[config.mk]
export PLATFORM = sky130hd
export DESIGN_NAME = hdlc_tx_sequencer
export DESIGN_NICKNAME = d
export VERILOG_FILES = /design/src/rtl/hdlc_pkg.sv /design/src/rtl/hdlc_zero_insert.sv /design/src/rtl/hdlc_tx_sequencer.sv
export SDC_FILE = /design/constraint.sdc
export NUM_CORES = 1
export LEC_CHECK = 0
export BUFFER_PORTS_ARGS = -buffer_cell sky130_fd_sc_hd__buf_4
export CAP_MARGIN = 20
export CORE_AREA = 2 2 81 122
export CTS_CLUSTER_SIZE = 10
export DETAILED_ROUTE_END_ITERATION = 8
export DIE_AREA = 0 0 83 124
export GPL_TIMING_DRIVEN = 0
export REMOVE_ABC_BUFFERS = 1
export SLEW_MARGIN = 20
export SYNTH_ARGS = -nofsm -noshare
export SYNTH_HDL_FRONTEND = slang
export SYNTH_HIERARCHICAL = 1
export SYNTH_SLANG_ARGS = --single-unit
[constraint.sdc]
create_clock -name Clk -period 6.52 [get_ports Clk]
set_input_delay 0.326 -clock Clk [delete_from_list [all_inputs] [get_ports Clk]]
set_output_delay 0.326 -clock Clk [all_outputs]
set_load 0.005 [all_outputs]
[src/rtl/hdlc_pkg.sv]
// Shared HDLC definitions: sequencer states, flag/abort patterns and frame limits.
package hdlc_pkg;

  typedef enum logic [2:0] {
    IDLE,
    START_FLAG,
    DATA,
    END_FLAG,
    ABORT
  } hdlc_state_e;

  localparam logic [7:0]  HDLC_FLAG       = 8'h7E;
  localparam logic [7:0]  HDLC_ABORT      = 8'hFE;
  localparam int unsigned MAX_FRAME_BYTES = 126;

  function automatic logic frame_size_ok(input logic [7:0] size, input int unsigned max_bytes);
    return (size != 8'd0) && ({24'd0, size} <= max_bytes);
  endfunction

endpackage

[src/rtl/hdlc_zero_insert.sv]
// Ones-run tracker for HDLC bit stuffing: asks for a zero after five consecutive data ones.
module hdlc_zero_insert (
  input  logic clk_i,
  input  logic rst_ni,
  input  logic bit_i,
  input  logic valid_i,
  input  logic clear_i,
  output logic stall_o,
  output logic insert_o
);

  localparam logic [2:0] RUN_LIMIT = 3'd5;

  logic [2:0] ones_q, ones_d;
  logic [2:0] base;

  assign insert_o = (ones_q == RUN_LIMIT);
  assign stall_o  = insert_o & valid_i;

  // clear only resets the base, so the first bit launched on entry still counts
  always_comb begin
    base   = clear_i ? '0 : ones_q;
    ones_d = base;
    if (stall_o) begin
      ones_d = '0;
    end else if (valid_i) begin
      ones_d = bit_i ? (base + 3'd1) : '0;
    end
  end

  always_ff @(posedge clk_i or negedge rst_ni) begin
    if (!rst_ni) begin
      ones_q <= '0;
    end else begin
      ones_q <= ones_d;
    end
  end

endmodule

[src/rtl/hdlc_tx_sequencer.sv]
// HDLC transmit sequencer: idle ones, start flag, LSB-first stuffed payload, end flag, abort.
module hdlc_tx_sequencer
  import hdlc_pkg::*;
#(
  parameter int unsigned MAX_BYTES = MAX_FRAME_BYTES
) (
  input  logic       Clk,
  input  logic       Rst,
  input  logic       Tx_ValidFrame,
  input  logic       Tx_AbortFrame,
  input  logic [7:0] Tx_FrameSize,
  input  logic [7:0] Tx_Data,
  output logic       Tx_RdBuff,
  output logic       Tx,
  output logic       Tx_Busy,
  output logic       Tx_Done,
  output logic       Tx_AbortedTrans
);

  hdlc_state_e state_q, state_d;
  logic [2:0]  bit_cnt_q, bit_cnt_d;
  logic [7:0]  byte_cnt_q, byte_cnt_d;
  logic [7:0]  size_q, size_d;
  logic [7:0]  shreg_q, shreg_d;
  logic        tx_q, tx_d;
  logic        rd_q, rd_d;
  logic        busy_q, busy_d;
  logic        done_q, done_d;
  logic        aborted_q, aborted_d;

  logic last_bit, last_byte, abort_req, data_bit;
  logic zi_valid, zi_clear, zi_stall, zi_insert;

  assign last_bit  = (bit_cnt_q == 3'd7);
  assign last_byte = (byte_cnt_q == (size_q - 8'd1));
  assign abort_req = Tx_AbortFrame & (state_q inside {START_FLAG, DATA, END_FLAG});

  // Candidate bit for the next data-phase launch (first bit of a byte, next bit, or end flag).
  always_comb begin
    data_bit = shreg_q[0];
    if (state_q == START_FLAG) begin
      data_bit = Tx_Data[0];
    end else if (last_bit) begin
      data_bit = last_byte ? HDLC_FLAG[0] : Tx_Data[0];
    end
  end

  assign zi_valid = ~abort_req & (((state_q == START_FLAG) & last_bit) | (state_q == DATA));
  assign zi_clear = (state_q != DATA);

  hdlc_zero_insert u_zero_insert (
    .clk_i    (Clk),
    .rst_ni   (Rst),
    .bit_i    (data_bit),
    .valid_i  (zi_valid),
    .clear_i  (zi_clear),
    .stall_o  (zi_stall),
    .insert_o (zi_insert)
  );

  always_comb begin
    state_d    = state_q;
    bit_cnt_d  = bit_cnt_q;
    byte_cnt_d = byte_cnt_q;
    size_d     = size_q;
    shreg_d    = shreg_q;
    tx_d       = tx_q;
    rd_d       = 1'b0;
    done_d     = 1'b0;
    aborted_d  = 1'b0;

    if (abort_req) begin
      state_d   = ABORT;
      bit_cnt_d = '0;
      tx_d      = HDLC_ABORT[0];
      shreg_d   = HDLC_ABORT >> 1;
    end else begin
      unique case (state_q)
        IDLE: begin
          tx_d = 1'b1;
          if (Tx_ValidFrame && !Tx_AbortFrame && frame_size_ok(Tx_FrameSize, MAX_BYTES)) begin
            state_d    = START_FLAG;
            size_d     = Tx_FrameSize;
            bit_cnt_d  = '0;
            byte_cnt_d = '0;
            tx_d       = HDLC_FLAG[0];
            shreg_d    = HDLC_FLAG >> 1;
          end
        end

        START_FLAG: begin
          if (last_bit) begin
            state_d    = DATA;
            bit_cnt_d  = '0;
            byte_cnt_d = '0;
            tx_d       = data_bit;
            shreg_d    = Tx_Data >> 1;
          end else begin
            bit_cnt_d = bit_cnt_q + 3'd1;
            tx_d      = shreg_q[0];
            shreg_d   = shreg_q >> 1;
            rd_d      = (bit_cnt_q == 3'd5);
          end
        end

        DATA: begin
          tx_d = zi_insert ? 1'b0 : data_bit;
          if (!zi_stall) begin
            if (!last_bit) begin
              bit_cnt_d = bit_cnt_q + 3'd1;
              shreg_d   = shreg_q >> 1;
              rd_d      = (bit_cnt_q == 3'd5) && !last_byte;
            end else if (!last_byte) begin
              bit_cnt_d  = '0;
              byte_cnt_d = byte_cnt_q + 8'd1;
              shreg_d    = Tx_Data >> 1;
            end else begin
              state_d   = END_FLAG;
              bit_cnt_d = '0;
              shreg_d   = HDLC_FLAG >> 1;
            end
          end
        end

        END_FLAG: begin
          if (last_bit) begin
            state_d = IDLE;
            tx_d    = 1'b1;
            done_d  = 1'b1;
          end else begin
            bit_cnt_d = bit_cnt_q + 3'd1;
            tx_d      = shreg_q[0];
            shreg_d   = shreg_q >> 1;
          end
        end

        ABORT: begin
          if (last_bit) begin
            state_d   = IDLE;
            tx_d      = 1'b1;
            aborted_d = 1'b1;
          end else begin
            bit_cnt_d = bit_cnt_q + 3'd1;
            tx_d      = shreg_q[0];
            shreg_d   = shreg_q >> 1;
          end
        end

        default: begin
          state_d = IDLE;
          tx_d    = 1'b1;
        end
      endcase
    end

    busy_d = (state_d != IDLE);
  end

  always_ff @(posedge Clk or negedge Rst) begin
    if (!Rst) begin
      state_q    <= IDLE;
      bit_cnt_q  <= '0;
      byte_cnt_q <= '0;
      size_q     <= '0;
      shreg_q    <= '0;
      tx_q       <= 1'b1;
      rd_q       <= 1'b0;
      busy_q     <= 1'b0;
      done_q     <= 1'b0;
      aborted_q  <= 1'b0;
    end else begin
      state_q    <= state_d;
      bit_cnt_q  <= bit_cnt_d;
      byte_cnt_q <= byte_cnt_d;
      size_q     <= size_d;
      shreg_q    <= shreg_d;
      tx_q       <= tx_d;
      rd_q       <= rd_d;
      busy_q     <= busy_d;
      done_q     <= done_d;
      aborted_q  <= aborted_d;
    end
  end

  assign Tx              = tx_q;
  assign Tx_RdBuff       = rd_q;
  assign Tx_Busy         = busy_q;
  assign Tx_Done         = done_q;
  assign Tx_AbortedTrans = aborted_q;

endmodule

---- Word level (Yosys, flattened, before mapping) ----
Index checks and enable logic that the tools add are counted.
storage, ports and cells
  logic and storage cells ................. 106
  memories kept ........................... 0
  ROM bits ................................ 0
  bits in registers ....................... 38
  bits in writable memories ............... 0
  latch bits .............................. 0
  input port bits ......................... 20
cells by class
  equal/unequal tests ..................... 17
  add/subtract/negate cells ............... 4
  divide/modulo/power cells ............... 0
  bitwise gates (word level) .............. 6
  reduce and logical (&&, ||, !) cells .... 16
  order comparisons ....................... 1
  shifts and indexed selects .............. 0
  mux-type cells .......................... 51
  $mul .................................... 0
operator list
  kind                 number
  $mux 8               9
  $mux 3               16
  $pmux 8 s4           1
  $pmux 3 s4           2
  $pmux 8 s3           1
  $mux 7               3
  $mux 1               17
  $eq 3x3->1 const B   4
  $ne 2x2->1 const B   5
  $reduce_bool 3->1    3
  $add 8x1->8 const B  1
  $eq 8x8->1           1
  $le 8x7->1 const B   1
  $reduce_bool 8->1    1
  $sub 8x1->8 const B  1
  $reduce_and 7->1     1
  $add 3x1->3 const B  2
  $eq 3x2->1 const B   2
  $ne 3x2->1 const B   2
  $ne 3x3->1 const B   2
  $reduce_bool 5->1    1
  $and 1x1->1          4
  $logic_and 1x1->1    4
  $pmux 1 s4           1
  other kinds (9)      10

---- Logic depth before layout (Yosys ltp) ----
Gate-level depths: netlist of run 1.
  word-level depth ........................ 10
  gate-level depth with buffers ........... 14

---- By module ----
The synthesis of run 1 kept the hierarchy.
by module, submodules not included
  module             times used  area an instance (µm²)  cells each  sequential area each (µm²)
  hdlc_tx_sequencer  1           2,328.5                 267         852.1
  hdlc_zero_insert   1           205.2                   22          75.1

---- Least setup slack after synthesis of run 1 ----
No wires, ideal clock.
  path type ............................... reg-to-reg
  start point ............................. register bit_cnt_q[0]
  end point ............................... register byte_cnt_q[7]
  clock period less this slack ............ 2.930 ns
  path slack .............................. 3.590 ns
  buffers on the path ..................... 1
  cell stages (with the launch flop) ...... 14
  data arrival time ....................... 2.853 ns
  cells stage by stage .................... dfrtp_1 ha_1 ha_1 clkbuf_1 nand2_1 o21a_1 nor2_1 and2_1 nor3b_2 nor2_1 nor3_1 o2111ai_1 or4_1 a21oi_1
on the way
  word-level cells in the longest chain between the ends .. 7
  elaborated cells between the ends (all ways) .. 9
  those cells by class .................... 4 x eq/ne; 4 x bitwise; 1 x reduce/logical
RTL lines
  element                            line                      source
  start, declared                    hdlc_tx_sequencer.sv:21   logic [2:0] bit_cnt_q, bit_cnt_d;
  start signal, assigned             hdlc_tx_sequencer.sv:173  bit_cnt_q <= bit_cnt_d;
  $eq 3x3->1                         hdlc_tx_sequencer.sv:34   assign last_bit = (bit_cnt_q == 3'd7);
  $and 1x1->1                        hdlc_tx_sequencer.sv:48   assign zi_valid = ~abort_req & (((state_q == START_FLAG) & last_bit) | (state_q == DATA));
  $or 1x1->1                         hdlc_tx_sequencer.sv:48
  $and 1x1->1                        hdlc_tx_sequencer.sv:48
  via zi_valid                       hdlc_tx_sequencer.sv:32   logic zi_valid, zi_clear, zi_stall, zi_insert;
  $and 1x1->1                        hdlc_zero_insert.sv:18    assign stall_o = insert_o & valid_i;
  via zi_stall                       hdlc_tx_sequencer.sv:32
  $ne 2x2->1 (no source line)        n/a
  $reduce_and 7->1 (no source line)  n/a
  end signal, assigned               hdlc_tx_sequencer.sv:174  byte_cnt_q <= byte_cnt_d;
  end, declared                      hdlc_tx_sequencer.sv:22   logic [7:0] byte_cnt_q, byte_cnt_d;
The timed path passes the listed nets, and every way through them passes these cells.
A chain may end at the register's enable or synchronous reset.

---- Worst setup path after layout of run 1 ----
Ends and elaborated chain as after synthesis.

==> impl_results.md, run 1 <==
* Synth cell types at 63
* Normalized max-slew margin at 38.49%
* Synth Flop Type: dfrtp_1
* Slack of the critical path at 2.746 ns
* Number of buffers added for setup after CTS at 0
* Fraction of layout cells with a size suffix above 1 at 17.59%
* Area of the core at 9200 um^2
* Fillers at 951
* Sequential fraction of the synthesis area at 36.59%
* Synth top area share at 35.56%
* Synthesis warning total at 6
* Final Hold Vio Count at 0
* Clock Pin Slew Worst Setup and Hold Paths at 0.06 ns
* # IOs at 25
* TritonCTS clock tree: yes
* Max Fclk at 265.0 MHz
* Hold bufs inserted after CTS at 0
* VDD IR max at 146.3 uV
* Area grow syn2layout at 16.54%
* Leak pwr at 1.173 nW
* CTS Sinks at 37
* Fin crit share at 57.89%
* Worst setup SP type: register
* Avg Inst Size Synth at 8.767 um^2
* Htree depth at 2
* Skew final at 0.007886 ns
* Total routed wirelength at 6805 um
* Ranking of synthesized cells by area: dfrtp_1 36%, o21ai_0 4.0%, nand2_1 3.7%
* Die width at 83 um
* Row count at 43
* 1st-pass router iterations at 4
* #FFs+latches synth at 37
* All-Layer GR Usage at 13.78%
* Routed wire per std cell at 16.24 um
* Critical Path Sink Type: register
* Die Ht at 124 um
* Setup TNS Final at 0 ns
* RSZ-0062 raised after global routing: false
* Pwr Density at 342.2 nW/um^2
* Die area at 10290 um^2
* Critical path data arrival time at 3.99 ns
* Max Cap Violations at 0
* Post_cts resized at 0
* Slew Limit Fails at 0
* Crit Path Category: register to register
* Status: complete, no violations
* DRC Markers at 0
* Diode count at 0
* Placed Instances at 411
* DRT iter0 DRCs at 139
* Most frequent cell after synthesis: dfrtp_1
* Layout Nets at 332
* Syn Std Cell Area at 2534 um^2
* Tmin final at 3.774 ns
* Place WS at 2.782 ns
* CTS Buf Count at 5
* Setup Viol. Count Final at 0
* Number of global-route vias before repair at 2226
* Root Driver: clkbuf_16
* CP Data Required Time at 6.74 ns
* Detailed Place HPWL at 4925 um
* Initial Util at 27.54%
* Slew @ Worst Pin at 0.9158 ns
* Utilization after layout at 32.10%
* Initial antenna violation count at 0
* Async set or reset register ratio after synthesis at 100.0%
* Largest net degree at the start of global routing at 38
* Synth Instances at 289
* Via density per instance at 5.563
* Non-Filler Instances at 419
* IO Port Bufs at 24
* Synth area leader: dfrtp_1
* Routed via count at 2331
* Max clock buf depth at 2
* Routability Congestion at 0.8067
* Crit Path Max Fanout at 21
* Top post-synthesis cells by count: 36 x dfrtp_1, 25 x nand2_1, 24 x nor2_1
* Worst-skew pair later-pin latency at 0.29 ns
* First-pass GRT wire length at 11230 um
* ANT nets after route at 0
* EDFF count, synth at 0
* Class of the worst hold path: input port to async pin
* Grt total ovfl at 0
[metrics by stage]
| stage | hold slack, ns | instance area [um^2] | power, mW |
|---|---|---|---|
| after floorplan | 0.03041 | 2464 | 0.6457 |
| after global placement | 0.3372 | 2784 | 0.7507 |
| after CTS | 0.03230 | 2953 | 1.014 |
| final | 0.008135 | 2953 | 1.011 |
| after global routing | 0.04647 | 2953 | 1.086 |
| after detailed placement | 0.3405 | 2814 | 0.7735 |
[final timing paths]
check                                    startpoint                           endpoint  slack (ns)  cells after the start
max                        bit_cnt_q[0]$_DFFE_PN0P_          byte_cnt_q[7]$_DFFE_PN0P_        2.75                     12
min                                             Rst  u_zero_insert/ones_q[0]$_DFF_PN0_       0.008                      1
max reg2reg                bit_cnt_q[0]$_DFFE_PN0P_          byte_cnt_q[7]$_DFFE_PN0P_        2.75                     12
min reg2reg                   size_q[7]$_DFFE_PN0P_              size_q[7]$_DFFE_PN0P_        0.53                      1
max in group asynchronous                       Rst                       Tx$_DFF_PN1_        6.13                      1
min in group Clk                    Tx_FrameSize[2]              size_q[2]$_DFFE_PN0P_        0.29                      2
[area by class of cell]
cell class	count	area, um^2	area share (%)
repair buffers	25	191.4	6.483
clock inverters	2	10.01	0.3390
well taps	112	140.1	4.746
clock buffers	6	128.9	4.364
multi-input cells	226	1514	51.27
flip-flops and latches	37	927.1	31.40
inverters	11	41.29	1.398
[worst max-delay path, stage by stage, from the launching register on]
cell and delay (ns):
dfrtp_1 0.41, ha_1 0.21, ha_1 0.44, nand2_1 0.26, o21a_1 0.13, nor2_1 0.09, and2_1 0.19, nor3b_2 0.27
nor2_1 0.07, nor3_1 0.57, o2111ai_1 0.35, or4_1 0.56, a21oi_1 0.15
[cell usage in the layout, fill, tap and decap left out, types with 2 or more instances in the layout]
master / n
and2_1: 3
nor4_4: 2
nand2_1: 25
o31ai_1: 5
nand3_1: 7
o21ai_1: 3
nor3b_1: 2
o22ai_1: 13
xnor2_1: 6
nor2_1: 24
a211oi_1: 2
or4_1: 4
buf_4: 24
clkbuf_16: 5
or2_2: 4
nor3_1: 4
ha_1: 6
a21boi_0: 2
o21bai_1: 2
o21ai_0: 20
o21a_1: 2
inv_1: 11
o2111ai_1: 3
xor2_1: 3
a21oi_1: 17
clkinv_2: 2
nand3b_1: 6
nor2b_1: 5
or3_1: 6
mux2_2: 6
nand2b_1: 8
and3b_1: 2
a22oi_1: 2
nand4_1: 4
a32oi_1: 3
dfrtp_1: 36
[power breakdown]
part,leakage [nW],total [mW],switching [mW],internal [mW]
logic,0.627,0.389,0.216,0.173
registers,0.475,0.383,0.0912,0.292
clock network,0.0706,0.238,0.0978,0.141
[flip-flops by register name, indices dropped and copies added, names as in the netlist]
name	count
Tx_RdBuff	1
byte_cnt_q	8
state_q	3
u_zero_insert/ones_q	3
Tx_Done	1
size_q	8
Tx	1
shreg_q	7
Tx_Busy	1
Tx_AbortedTrans	1
bit_cnt_q	3
[routing by layer]
layer	global-route usage [%]	vias to the layer above	routed length [um]
met3	2.319	22	279
met5	0	-	0
met1	15.57	1131	2724
li1	-	1110	-
met4	8.402	0	324
met2	24.34	68	3477
[cells by family (layout without fill, tap and decap cells)]
| logic type | after synthesis | count (layout) | share of synthesized area [%] |
|---|---|---|---|
| xor+xnor | 9 | 9 | 3.111 |
| mux | 6 | 6 | 2.666 |
| compound gates | 90 | 90 | 24.25 |
| flops | 37 | 37 | 36.59 |
| simple gates | 114 | 114 | 25.63 |
| fa+ha+maj | 7 | 7 | 3.358 |
| buf+inv | 26 | 44 | 4.395 |
Power figures use the tool's default switching activity.
==> inputs of run 2 (changes only) <==
clock period = 3.52 ns   (was 6.52 ns; I/O delays follow)
==> impl_results.md, run 2 (same netlist as run 1, synthesis figures left out) <==
* Status: complete, no violations
* Leak pwr at 1.187 nW (+1.3%)
* Area grow syn2layout at 17.83%
* Internal reg-to-reg setup slack at 0.28 ns (-2.46 ns)
* Worst R2R Path Depth at 12 (unchanged)
* Tmin final at 3.236 ns (-0.5378 ns)
* DRT iter0 DRCs at 122 (-12%)
* Routed via count at 2321 (-0.43%)
* Clock Pin Slew Worst Setup and Hold Paths at 0.06 ns (about the same)
* Reg2Reg Launch Point: bit_cnt_q[0]$_DFFE_PN0P_
* Largest registers: byte_cnt_q x8, size_q x8, shreg_q x7
* Max Cap Violations at 0 (unchanged)
* Crit Path Category: register to register
* CP Data Required Time at 3.74 ns (-3.00 ns)
* Layout Nets at 333 (+0.30%)
* Min-delay src: Tx_FrameSize[2]
* Pwr Density at 631.0 nW/um^2 (+84%)
* Largest net degree at the start of global routing at 38 (unchanged)
* Worst setup SP type: register
* VDD IR max at 271.6 uV (+86%)
* Worst hold endpoint: size_q[2]$_DFFE_PN0P_
* CTS Buf Count at 5 (unchanged)
* Via density per instance at 5.526 (-0.67%)
* Normalized max-slew margin at 38.34% (-0.14 points)
* Total routed wirelength at 6812 um (+0.10%)
* Max clock buf depth at 2 (unchanged)
* Max Fclk at 309.0 MHz (+17%)
* Crit Path Max Fanout at 21 (unchanged)
* WHS at 0.1348 ns (+0.1267 ns)
* Fraction of layout cells with a size suffix above 1 at 18.18% (+0.59 points)
* Setup Viol. Count Final at 0 (unchanged)
* RSZ-0062 raised after global routing: false
* Grt total ovfl at 0 (unchanged)
* Class of the worst hold path: input port to register
* Die Ht at 124 um (unchanged)
* Fin crit share at 91.95% (+34 points)
* IO Port Bufs at 24 (unchanged)
* Root Driver: clkbuf_16
* Row count at 43 (unchanged)
* Slew @ Worst Pin at 0.9180 ns (+0.002158 ns)
* Area of the core at 9200 um^2 (unchanged)
* Worst-skew pair later-pin latency at 0.29 ns (about the same)
* Routability Congestion at 0.8067 (unchanged)
* CTS Sinks at 37 (unchanged)
* # IOs at 25 (unchanged)
* Critical path data arrival time at 3.45 ns (-0.54 ns)
* ANT nets after route at 0 (unchanged)
* Initial Util at 27.54% (unchanged)
* Number of buffers added for setup after CTS at 0 (unchanged)
* Number of global-route vias before repair at 2233 (+0.31%)
* Die area at 10290 um^2 (unchanged)
* Most frequent cells in the layout: 36 x dfrtp_1, 25 x nand2_1, 24 x nor2_1, 24 x buf_4, 20 x o21ai_0
* Routed wire per std cell at 16.22 um (-0.14%)
* Die width at 83 um (unchanged)
* DRC Markers at 0 (unchanged)
* Critical Path Sink Type: register
* Hold depth at 2
* 1st-pass router iterations at 4 (unchanged)
* TritonCTS clock tree: yes
* Skew final at 0.008324 ns (+0.0004377 ns)
* Most common cell after layout, fill and taps aside: dfrtp_1
* Detailed Place HPWL at 4925 um (unchanged)
* Worst reg2reg endpoint: byte_cnt_q[7]$_DFFE_PN0P_
* Final Hold Vio Count at 0 (unchanged)
* Slew Limit Fails at 0 (unchanged)
* Diode count at 0 (unchanged)
* Setup TNS Final at 0 ns (unchanged)
* Initial antenna violation count at 0 (unchanged)
* Htree depth at 2 (unchanged)
* First-pass GRT wire length at 11230 um (about the same)
* All-Layer GR Usage at 13.80% (+0.014 points)
==> run 2: cell types whose count changed in the layout (fill, tap and decap cells not counted) <==
cell / change
dlygate4sd3_1: +1
ha_1: -1
ha_2: +1
nor3_1: -1
nor3_4: +1
nor4_2: -1
nor4_4: +1
==> run 2: repair_timing <==
action,CTS,global route
hold endpoints to repair,36,0
setup endpoints to repair,9,1
hold buffers,1,0
resized for setup,3,1
==> run 2: worst max-delay path, stage by stage (launching register included) <==
cell       delay (ns)
dfrtp_1          0.41
ha_1             0.22
ha_2             0.31
nand2_1          0.19
o21a_1           0.13
nor2_1           0.10
and2_1           0.19
nor3b_2          0.26
nor2_1           0.11
nor3_4           0.26
o2111ai_1        0.28
or4_1            0.56
a21oi_1          0.15
==> run 2: how the worst max path moves through the flow <==
stage	startpoint	end	slack, ns	cells after the start
finish	bit_cnt_q[0]$_DFFE_PN0P_	byte_cnt_q[7]$_DFFE_PN0P_	0.28	12
global route	bit_cnt_q[0]$_DFFE_PN0P_	byte_cnt_q[3]$_DFFE_PN0P_	0.01	12
CTS	bit_cnt_q[0]$_DFFE_PN0P_	byte_cnt_q[7]$_DFFE_PN0P_	0.19	12
detailed placement	bit_cnt_q[0]$_DFFE_PN0P_	byte_cnt_q[7]$_DFFE_PN0P_	-0.22	12
global placement	bit_cnt_q[0]$_DFFE_PN0P_	shreg_q[1]$_DFFE_PN0P_	-0.50	11
floorplan	bit_cnt_q[0]$_DFFE_PN0P_	shreg_q[1]$_DFFE_PN0P_	0.39	11
==> run 2: metrics by stage <==
stage          cell area (um^2)  worst slack [ns]  utilization [%]  std cells  total power [mW]
2_1_floorplan              2464            0.3864                -        274             1.196
3_3_place_gp               2784           -0.5034            30.26        410             1.390
3_5_place_dp               2814           -0.2179            30.59        411             1.433
4_1_cts                    2979            0.1944            32.38        420             1.890
5_1_grt                    2985           0.01083            32.45        420             2.025
6_report                   2985            0.2835            32.45        420             1.884
==> run 2: layout make-up <==
class / instances / area, um^2
Fill cell: 948 / 6215
Multi-Input combinational cell: 226 / 1536
Sequential cell: 37 / 927.1
Timing Repair Buffer: 26 / 201.4
Tap cell: 112 / 140.1
Clock buffer: 6 / 128.9
Inverter: 11 / 41.29
Clock inverter: 2 / 10.01
==> run 2: report_power, final <==
group          leakage, nW  internal [mW]  total, mW  switching [mW]
clock               0.0706          0.260      0.442           0.181
sequential           0.475          0.541      0.709           0.168
combinational        0.641          0.327      0.733           0.406
==> run 2: per-layer routing <==
layer  global-route usage, %  share of wire (%)
met5                       0                  0
met3                   2.319                3.6
met2                   24.55                 52
met1                   15.45                 40
met4                   8.402                4.4
